==> src/rtl/mlp_engine.sv <==
// Time-multiplexed fixed-point MLP: one shared MAC walks the weight/bias memory, one weight per clock.
// Latency: strobe in cycle 0, outputs_ready pulses in cycle C+1 where C = sum over layers of N_out*(N_in+1).
// No backpressure: inputs_ready and weight writes are dropped while busy; results hold until the next run ends.

package mlp_engine_pkg;
  typedef enum logic [0:0] {RELU = 1'b0, SIGMOID = 1'b1} activation_t;
endpackage

module mlp_engine
  import mlp_engine_pkg::*;
#(
  parameter int DATA_WIDTH = 16,
  parameter int FRAC_BITS = 8,
  parameter int NUM_INPUTS = 4,
  parameter int NUM_LAYERS = 2,
  parameter int LAYER_SIZES [NUM_LAYERS] = '{3, 2},
  parameter activation_t LAYER_ACTIVATIONS [NUM_LAYERS] = '{RELU, SIGMOID},
  localparam int NUM_OUTPUTS = LAYER_SIZES[NUM_LAYERS-1],
  localparam int TOTAL_WORDS = total_words_f(),
  localparam int ADDRESS_WIDTH = (TOTAL_WORDS > 1) ? $clog2(TOTAL_WORDS) : 1,
  localparam int PREDICTION_WIDTH = (NUM_OUTPUTS > 1) ? $clog2(NUM_OUTPUTS) : 1
) (
  input  logic                               clock,
  input  logic                               reset,
  input  logic                               inputs_ready,
  input  logic signed [DATA_WIDTH-1:0]       inputs [NUM_INPUTS],
  input  logic                               weight_write,
  input  logic        [ADDRESS_WIDTH-1:0]    weight_address,
  input  logic signed [DATA_WIDTH-1:0]       weight_data,
  output logic signed [DATA_WIDTH-1:0]       outputs [NUM_OUTPUTS],
  output logic                               outputs_ready,
  output logic                               busy,
  output logic        [PREDICTION_WIDTH-1:0] prediction
);

  // Total memory words: every neuron owns N_in weights plus one bias.
  function automatic int total_words_f();
    int s;
    int prev;
    s = 0;
    prev = NUM_INPUTS;
    for (int l = 0; l < NUM_LAYERS; l++) begin
      s += LAYER_SIZES[l] * (prev + 1);
      prev = LAYER_SIZES[l];
    end
    return s;
  endfunction

  // Widest fan-in of any layer; sizes the accumulator headroom.
  function automatic int max_in_f();
    int m;
    m = NUM_INPUTS;
    for (int l = 0; l < NUM_LAYERS - 1; l++)
      if (LAYER_SIZES[l] > m) m = LAYER_SIZES[l];
    return m;
  endfunction

  // Widest vector ever held in a ping-pong buffer.
  function automatic int max_dim_f();
    int m;
    m = NUM_INPUTS;
    for (int l = 0; l < NUM_LAYERS; l++)
      if (LAYER_SIZES[l] > m) m = LAYER_SIZES[l];
    return m;
  endfunction

  localparam int MAX_IN  = max_in_f();
  localparam int MAX_DIM = max_dim_f();
  localparam int IDX_W   = (MAX_DIM > 1) ? $clog2(MAX_DIM) : 1;
  localparam int LAYER_W = (NUM_LAYERS > 1) ? $clog2(NUM_LAYERS) : 1;
  localparam int ACC_W   = 2 * DATA_WIDTH + $clog2(MAX_IN + 1);
  localparam int SUM_W   = ACC_W + 1;
  localparam int DW1     = DATA_WIDTH + 1;

  localparam logic signed [DATA_WIDTH-1:0] DATA_MAX = {1'b0, {(DATA_WIDTH-1){1'b1}}};
  localparam logic signed [DATA_WIDTH-1:0] DATA_MIN = {1'b1, {(DATA_WIDTH-1){1'b0}}};
  localparam logic signed [DW1-1:0]        SIG_HALF = DW1'(2 ** (FRAC_BITS - 1));
  localparam logic signed [DW1-1:0]        SIG_ONE  = DW1'(2 ** FRAC_BITS);

  typedef enum logic [1:0] {IDLE, MAC, WRITE, DONE} state_t;

  state_t                      state;
  logic [LAYER_W-1:0]          layer;
  logic [IDX_W-1:0]            neuron;
  logic [IDX_W-1:0]            idx;
  logic [ADDRESS_WIDTH-1:0]    addr;
  logic                        src_sel;
  logic signed [ACC_W-1:0]     acc;
  logic signed [DATA_WIDTH-1:0] buf_a [MAX_DIM];
  logic signed [DATA_WIDTH-1:0] buf_b [MAX_DIM];
  logic signed [DATA_WIDTH-1:0] best_val;
  logic [PREDICTION_WIDTH-1:0] best_idx;
  logic signed [DATA_WIDTH-1:0] mem [TOTAL_WORDS];

  logic [IDX_W-1:0]               last_idx;
  logic [IDX_W-1:0]               last_neuron;
  activation_t                    act;
  logic                           last_layer;
  logic signed [DATA_WIDTH-1:0]   mem_rd;
  logic signed [DATA_WIDTH-1:0]   x_rd;
  logic signed [2*DATA_WIDTH-1:0] product;
  logic signed [ACC_W-1:0]        prod_ext;
  logic signed [SUM_W-1:0]        bias_ext;
  logic signed [SUM_W-1:0]        biased;
  logic signed [SUM_W-1:0]        shifted;
  logic signed [DATA_WIDTH-1:0]   sat_val;
  logic signed [DW1-1:0]          sig_tmp;
  logic signed [DATA_WIDTH-1:0]   act_val;
  logic                           is_new_max;

  // Per-layer geometry and activation for the layer currently being evaluated.
  always_comb begin
    int prev;
    prev        = NUM_INPUTS;
    last_idx    = '0;
    last_neuron = '0;
    act         = RELU;
    for (int l = 0; l < NUM_LAYERS; l++) begin
      if (layer == LAYER_W'(l)) begin
        last_idx    = IDX_W'(prev - 1);
        last_neuron = IDX_W'(LAYER_SIZES[l] - 1);
        act         = LAYER_ACTIVATIONS[l];
      end
      prev = LAYER_SIZES[l];
    end
  end

  assign last_layer = (layer == LAYER_W'(NUM_LAYERS - 1));
  assign mem_rd     = mem[addr];
  assign x_rd       = src_sel ? buf_b[idx] : buf_a[idx];

  // MAC operand, bias fold-in, rescale, saturation and activation.
  always_comb begin
    product  = mem_rd * x_rd;
    prod_ext = {{(ACC_W-2*DATA_WIDTH){product[2*DATA_WIDTH-1]}}, product};
    bias_ext = {{(SUM_W-DATA_WIDTH){mem_rd[DATA_WIDTH-1]}}, mem_rd};
    biased   = {acc[ACC_W-1], acc} + (bias_ext <<< FRAC_BITS);
    shifted  = biased >>> FRAC_BITS;
    if (shifted > SUM_W'(DATA_MAX))
      sat_val = DATA_MAX;
    else if (shifted < SUM_W'(DATA_MIN))
      sat_val = DATA_MIN;
    else
      sat_val = shifted[DATA_WIDTH-1:0];
    sig_tmp = ($signed({sat_val[DATA_WIDTH-1], sat_val}) >>> 2) + SIG_HALF;
    if (act == SIGMOID) begin
      if (sig_tmp[DW1-1])
        act_val = '0;
      else if (sig_tmp > SIG_ONE)
        act_val = SIG_ONE[DATA_WIDTH-1:0];
      else
        act_val = sig_tmp[DATA_WIDTH-1:0];
    end else begin
      act_val = sat_val[DATA_WIDTH-1] ? '0 : sat_val;
    end
    // Strictly-greater keeps the lowest index on ties.
    is_new_max = (neuron == '0) || (act_val > best_val);
  end

  // Weight/bias memory: idle-only writes, out-of-range addresses dropped, not cleared by reset.
  always_ff @(posedge clock) begin
    if (weight_write && !busy && (32'(weight_address) < TOTAL_WORDS))
      mem[weight_address] <= weight_data;
  end

  // Sequencer: walks weights in memory order, one address per compute cycle, with registered outputs.
  always_ff @(posedge clock) begin
    if (reset) begin
      state         <= IDLE;
      layer         <= '0;
      neuron        <= '0;
      idx           <= '0;
      addr          <= '0;
      src_sel       <= 1'b0;
      acc           <= '0;
      best_val      <= '0;
      best_idx      <= '0;
      outputs_ready <= 1'b0;
      busy          <= 1'b0;
      prediction    <= '0;
      for (int k = 0; k < MAX_DIM; k++) begin
        buf_a[k] <= '0;
        buf_b[k] <= '0;
      end
      for (int j = 0; j < NUM_OUTPUTS; j++)
        outputs[j] <= '0;
    end else begin
      outputs_ready <= 1'b0;
      case (state)
        IDLE, DONE: begin
          state <= IDLE;
          if (inputs_ready) begin
            for (int i = 0; i < NUM_INPUTS; i++)
              buf_a[i] <= inputs[i];
            state   <= MAC;
            layer   <= '0;
            neuron  <= '0;
            idx     <= '0;
            addr    <= '0;
            src_sel <= 1'b0;
            busy    <= 1'b1;
          end
        end
        MAC: begin
          acc  <= (idx == '0) ? prod_ext : acc + prod_ext;
          addr <= addr + 1'b1;
          if (idx == last_idx)
            state <= WRITE;
          else
            idx <= idx + 1'b1;
        end
        WRITE: begin
          addr <= addr + 1'b1;
          idx  <= '0;
          if (src_sel)
            buf_a[neuron] <= act_val;
          else
            buf_b[neuron] <= act_val;
          if (last_layer && is_new_max) begin
            best_val <= act_val;
            best_idx <= PREDICTION_WIDTH'(neuron);
          end
          if (neuron == last_neuron) begin
            neuron <= '0;
            if (last_layer) begin
              state         <= DONE;
              busy          <= 1'b0;
              outputs_ready <= 1'b1;
              prediction    <= is_new_max ? PREDICTION_WIDTH'(neuron) : best_idx;
              for (int j = 0; j < NUM_OUTPUTS; j++)
                outputs[j] <= (neuron == IDX_W'(j)) ? act_val : (src_sel ? buf_a[j] : buf_b[j]);
            end else begin
              state   <= MAC;
              layer   <= layer + 1'b1;
              src_sel <= ~src_sel;
            end
          end else begin
            state  <= MAC;
            neuron <= neuron + 1'b1;
          end
        end
        default: state <= IDLE;
      endcase
    end
  end

endmodule

==> config.mk <==
export PLATFORM = sky130hd
export DESIGN_NAME = mlp_engine
export DESIGN_NICKNAME = d
export VERILOG_FILES = /design/src/rtl/mlp_engine.sv
export SDC_FILE = /design/constraint.sdc
export NUM_CORES = 2
export LEC_CHECK = 0
export ABC_AREA = 1
export BUFFER_PORTS_ARGS = -buffer_cell sky130_fd_sc_hd__buf_2
export CAP_MARGIN = 20
export CELL_PAD_IN_SITES_DETAIL_PLACEMENT = 0
export CELL_PAD_IN_SITES_GLOBAL_PLACEMENT = 1
export CORE_ASPECT_RATIO = 1.5
export CORE_MARGIN = 2
export CORE_UTILIZATION = 53
export DETAILED_ROUTE_END_ITERATION = 10
export GPL_TIMING_DRIVEN = 0
export PLACE_DENSITY_LB_ADDON = 0.1
export SLEW_MARGIN = 0
export SYNTH_ARGS = -nofsm -noshare
export SYNTH_HDL_FRONTEND = slang
export SYNTH_SLANG_ARGS = --single-unit
==> constraint.sdc <==
create_clock -name clock -period 16.48 [get_ports clock]
set_input_delay 0.824 -clock clock [delete_from_list [all_inputs] [get_ports clock]]
set_output_delay 0.824 -clock clock [all_outputs]
set_load 0.01 [all_outputs]
==> results by group <==
Synth
  • Post-Synthesis Cell Area: about 39000 µm²
  • Ys flop type: edfxtp_1
  • Top cells by area, synth: edfxtp_1, fa_1, nand2_1
  • Synth unique cells: 48
  • Synth Instances: roughly 4400
  • Yosys reg bits: roughly 600
  • Post-synthesis mux area share: 0
  • Async S/R FF share, synth: 0
  • Sequential fraction of the synthesis area: 0.4304
  • Synth top area share: 0.3742
  • Post-synthesis share of cell area spent on xor and xnor gates: 0.01387
  • Main combinational cell family by area after synthesis: adder cells
  • Adder-cell share of the synthesized area: 0.1883
  • Yosys top cell by area: edfxtp_1
  • Simple-gate portion of the synthesized area: 0.1762
  • Post-synth EDFFs: around 490
  • Avg Cell Area, Syn: between 8 and 9 µm²
  • Compound-gate portion of the synthesized area: 0.1154
  • Mapped Nets: ~5000
  • Ys Warns: 0

Finish
  • Layout area overhead: 10.88%
  • Utilization after layout: 0.5914
  • Final nets: ~5100
  • Layout cells sized above 1: 0.06841

Routing
  • DRT iter0 DRCs: 3043
  • Antenna-violating nets left: 0
  • WL/cell: between 20 and 25 µm
  • Final WL: ~130000 µm
  • DRT Pass-1 Iters: 6
  • Via count: ~32000
  • Vias per inst: about 5.8
  • DRC viols: 0

Critical path
  • CP arrival: ~13 ns
  • R2R Path End: acc[34]
  • WS Path Type: flip-flop to flip-flop
  • Crit path max fanout: 10
  • Worst Setup End Kind: flip-flop
  • Slowest CP cell: clkbuf_1
  • R2R Setup Slk: just under 4 ns
  • Worst Reg-to-Reg Cells: 48
  • Critical Path RT: 17.08 ns
  • Startpoint class of the critical path: flip-flop
  • Crit path to: acc[34]
  • Largest stage delay, worst path: about 0.76 ns

STA
  • Clock Skew: ~0.037 ns
  • RSZ-0062 raised after global routing: no
  • Crit share post-route: 0.7592
  • Final hold vios: 0
  • Slew Limit Fails: 0
  • Final setup fails: 0
  • Post-route minimum period: 12.51 ns
  • Maximum clock frequency: roughly 80 MHz
  • Setup TNS: 0 ns
  • Tightest Pin Transition: ~1.1 ns
  • Slew headroom: 0.2387

Floorplan
  • Ports: approximately 120
  • Die W: approximately 230 µm
  • Die footprint: approximately 76000 µm²
  • Num rows: ~120
  • Core Region: between 70000 and 80000 µm²
  • Initial Util: 0.5334
  • DIE HEIGHT: roughly 340 µm

Global routing
  • Antenna violations before repair: 3
  • Largest net degree at the start of global routing: 24
  • Number of global-route vias before repair: 32738
  • GRT overflow: 0
  • All-Layer GR Usage: 0.3510
  • First-pass GRT wire length: approximately 200000 µm

Clock network
  • # H-tree levels: 2
  • Setup Buffers After CTS: 0
  • Clk_lat worst skew: about 0.7 ns
  • CTS tree: built
  • Clock root cell: clkbuf_16
  • CTS-repair resized insts: 0
  • Total CTS buffers: 56
  • Clk slew on worst S/H paths: roughly 0.07 ns
  • Post-CTS Hold Buffers: 0
  • # clock sinks: between 500 and 600
  • Clk buf depth: 3

Flow run
  • Max Cap Violations: 0

Hold path
  • Hold path cells: 3
  • Worst Hold Class: input port to flip-flop

Placement
  • Placer Congestion: 0.9515
  • HPWL Detailed: roughly 100000 µm
  • Port bufs: 122

Outcome
  • Status: completed
-- how the worst min path moves through the flow --
stage	start	to	slack, ns
6_report	inputs[31]	buf_a[2][15]	0.45
5_1_grt	inputs[6]	buf_a[3][6]	0.46
4_1_cts	inputs[31]	buf_a[2][15]	0.41
3_5_place_dp	best_val[14]	best_val[14]	0.44
3_3_place_gp	best_val[14]	best_val[14]	0.44
2_1_floorplan	best_val[14]	best_val[14]	0.43
-- cells in the final DEF, fill, tap and decap left out, types with 14 or more instances in the layout --
cell,count
edfxtp_1,488
o21ai_0,350
buf_2,122
nand2_2,17
o221ai_1,48
o21ai_1,42
clkinv_1,15
nand2_1,832
clkbuf_1,190
clkbuf_16,56
fa_1,264
dfxtp_1,110
or2_2,15
nor2_2,28
xnor2_1,29
nand4_1,33
a21oi_1,218
nand3_1,240
nor3_1,14
o211ai_1,53
buf_8,18
inv_1,579
ha_1,167
xor2_1,33
o22ai_1,41
nor2_1,486
-- worst max-delay path: cells and delay by family, from the launching register on --
kind	cells	cell delay, ns
fa+ha+maj	8	3.38
compound gates	18	3.93
flops	1	0.31
buf+inv	10	2.63
simple gates	12	2.16
-- kinds of logic (layout without fill, tap and decap cells) --
| family | after synthesis | after routing |
|---|---|---|
| fa+ha+maj | 431 | 431 |
| xor+xnor | 62 | 62 |
| compound gates | 802 | 802 |
| simple gates | 1685 | 1685 |
| buf+inv | 788 | 1041 |
| flops | 598 | 598 |
| other cells | 0 | 2 |
-- state kept, by name, summed over array words and instances (netlist names), 5 cells and up, named ones only --
| signal | flops |
|---|---|
| buf_a | 64 |
| mem | 368 |
| addr | 5 |
| buf_b | 60 |
| best_val | 15 |
| outputs | 32 |
| acc | 35 |
-- final cells by class --
type,count,area (µm²)
repair buffers,149,1062
flip-flops and latches,598,16860
multi-input cells,2980,19410
clock inverters,37,437.9
diodes,2,5.005
inverters,598,2245
plain buffers,190,724.4
clock buffers,67,1444
well taps,992,1241
fillers,6580,30000
-- per-stage QoR --
step / cell area (µm²) / instances / worst slack (ns) / hold slack [ns]
final: 43420 / 5613 / 3.969 / 0.4488
after global routing: 43420 / 5612 / 3.464 / 0.4607
after global placement: 41010 / 5480 / 4.416 / 0.4386
after CTS: 43400 / 5609 / 4.304 / 0.4134
after detailed placement: 41520 / 5505 / 4.398 / 0.4408
after floorplan: 39160 / 4366 / 7.708 / 0.4268
-- Yosys cell counts (6+ instances only) --
cell      count
a21oi_1     218
a31oi_1      10
a32o_1        8
and2_1        6
buf_1         8
clkbuf_1    180
clkinv_1      8
dfxtp_1     110
edfxtp_1    488
fa_1        264
ha_1        167
inv_1       579
inv_2        11
nand2_1     832
nand2_2      17
nand3_1     240
nand4_1      33
nor2_1      509
nor3_1       14
o211ai_1     53
o21ai_0     350
o21ai_1      42
o221ai_1     48
o22ai_1      41
o31ai_1       6
or2_2        15
xnor2_1      29
xor2_1       33
-- routing by layer --
metal	share of wire	GRT usage	up-vias
li1	-	-	14901
met1	0.34	0.3818	15468
met2	0.51	0.6291	1481
met3	0.067	0.04671	450
met4	0.080	0.2467	0
met5	0	0	-
Power is not shown: default switching activity piles up to over one toggle a cycle in this logic, so the estimate is an artifact.
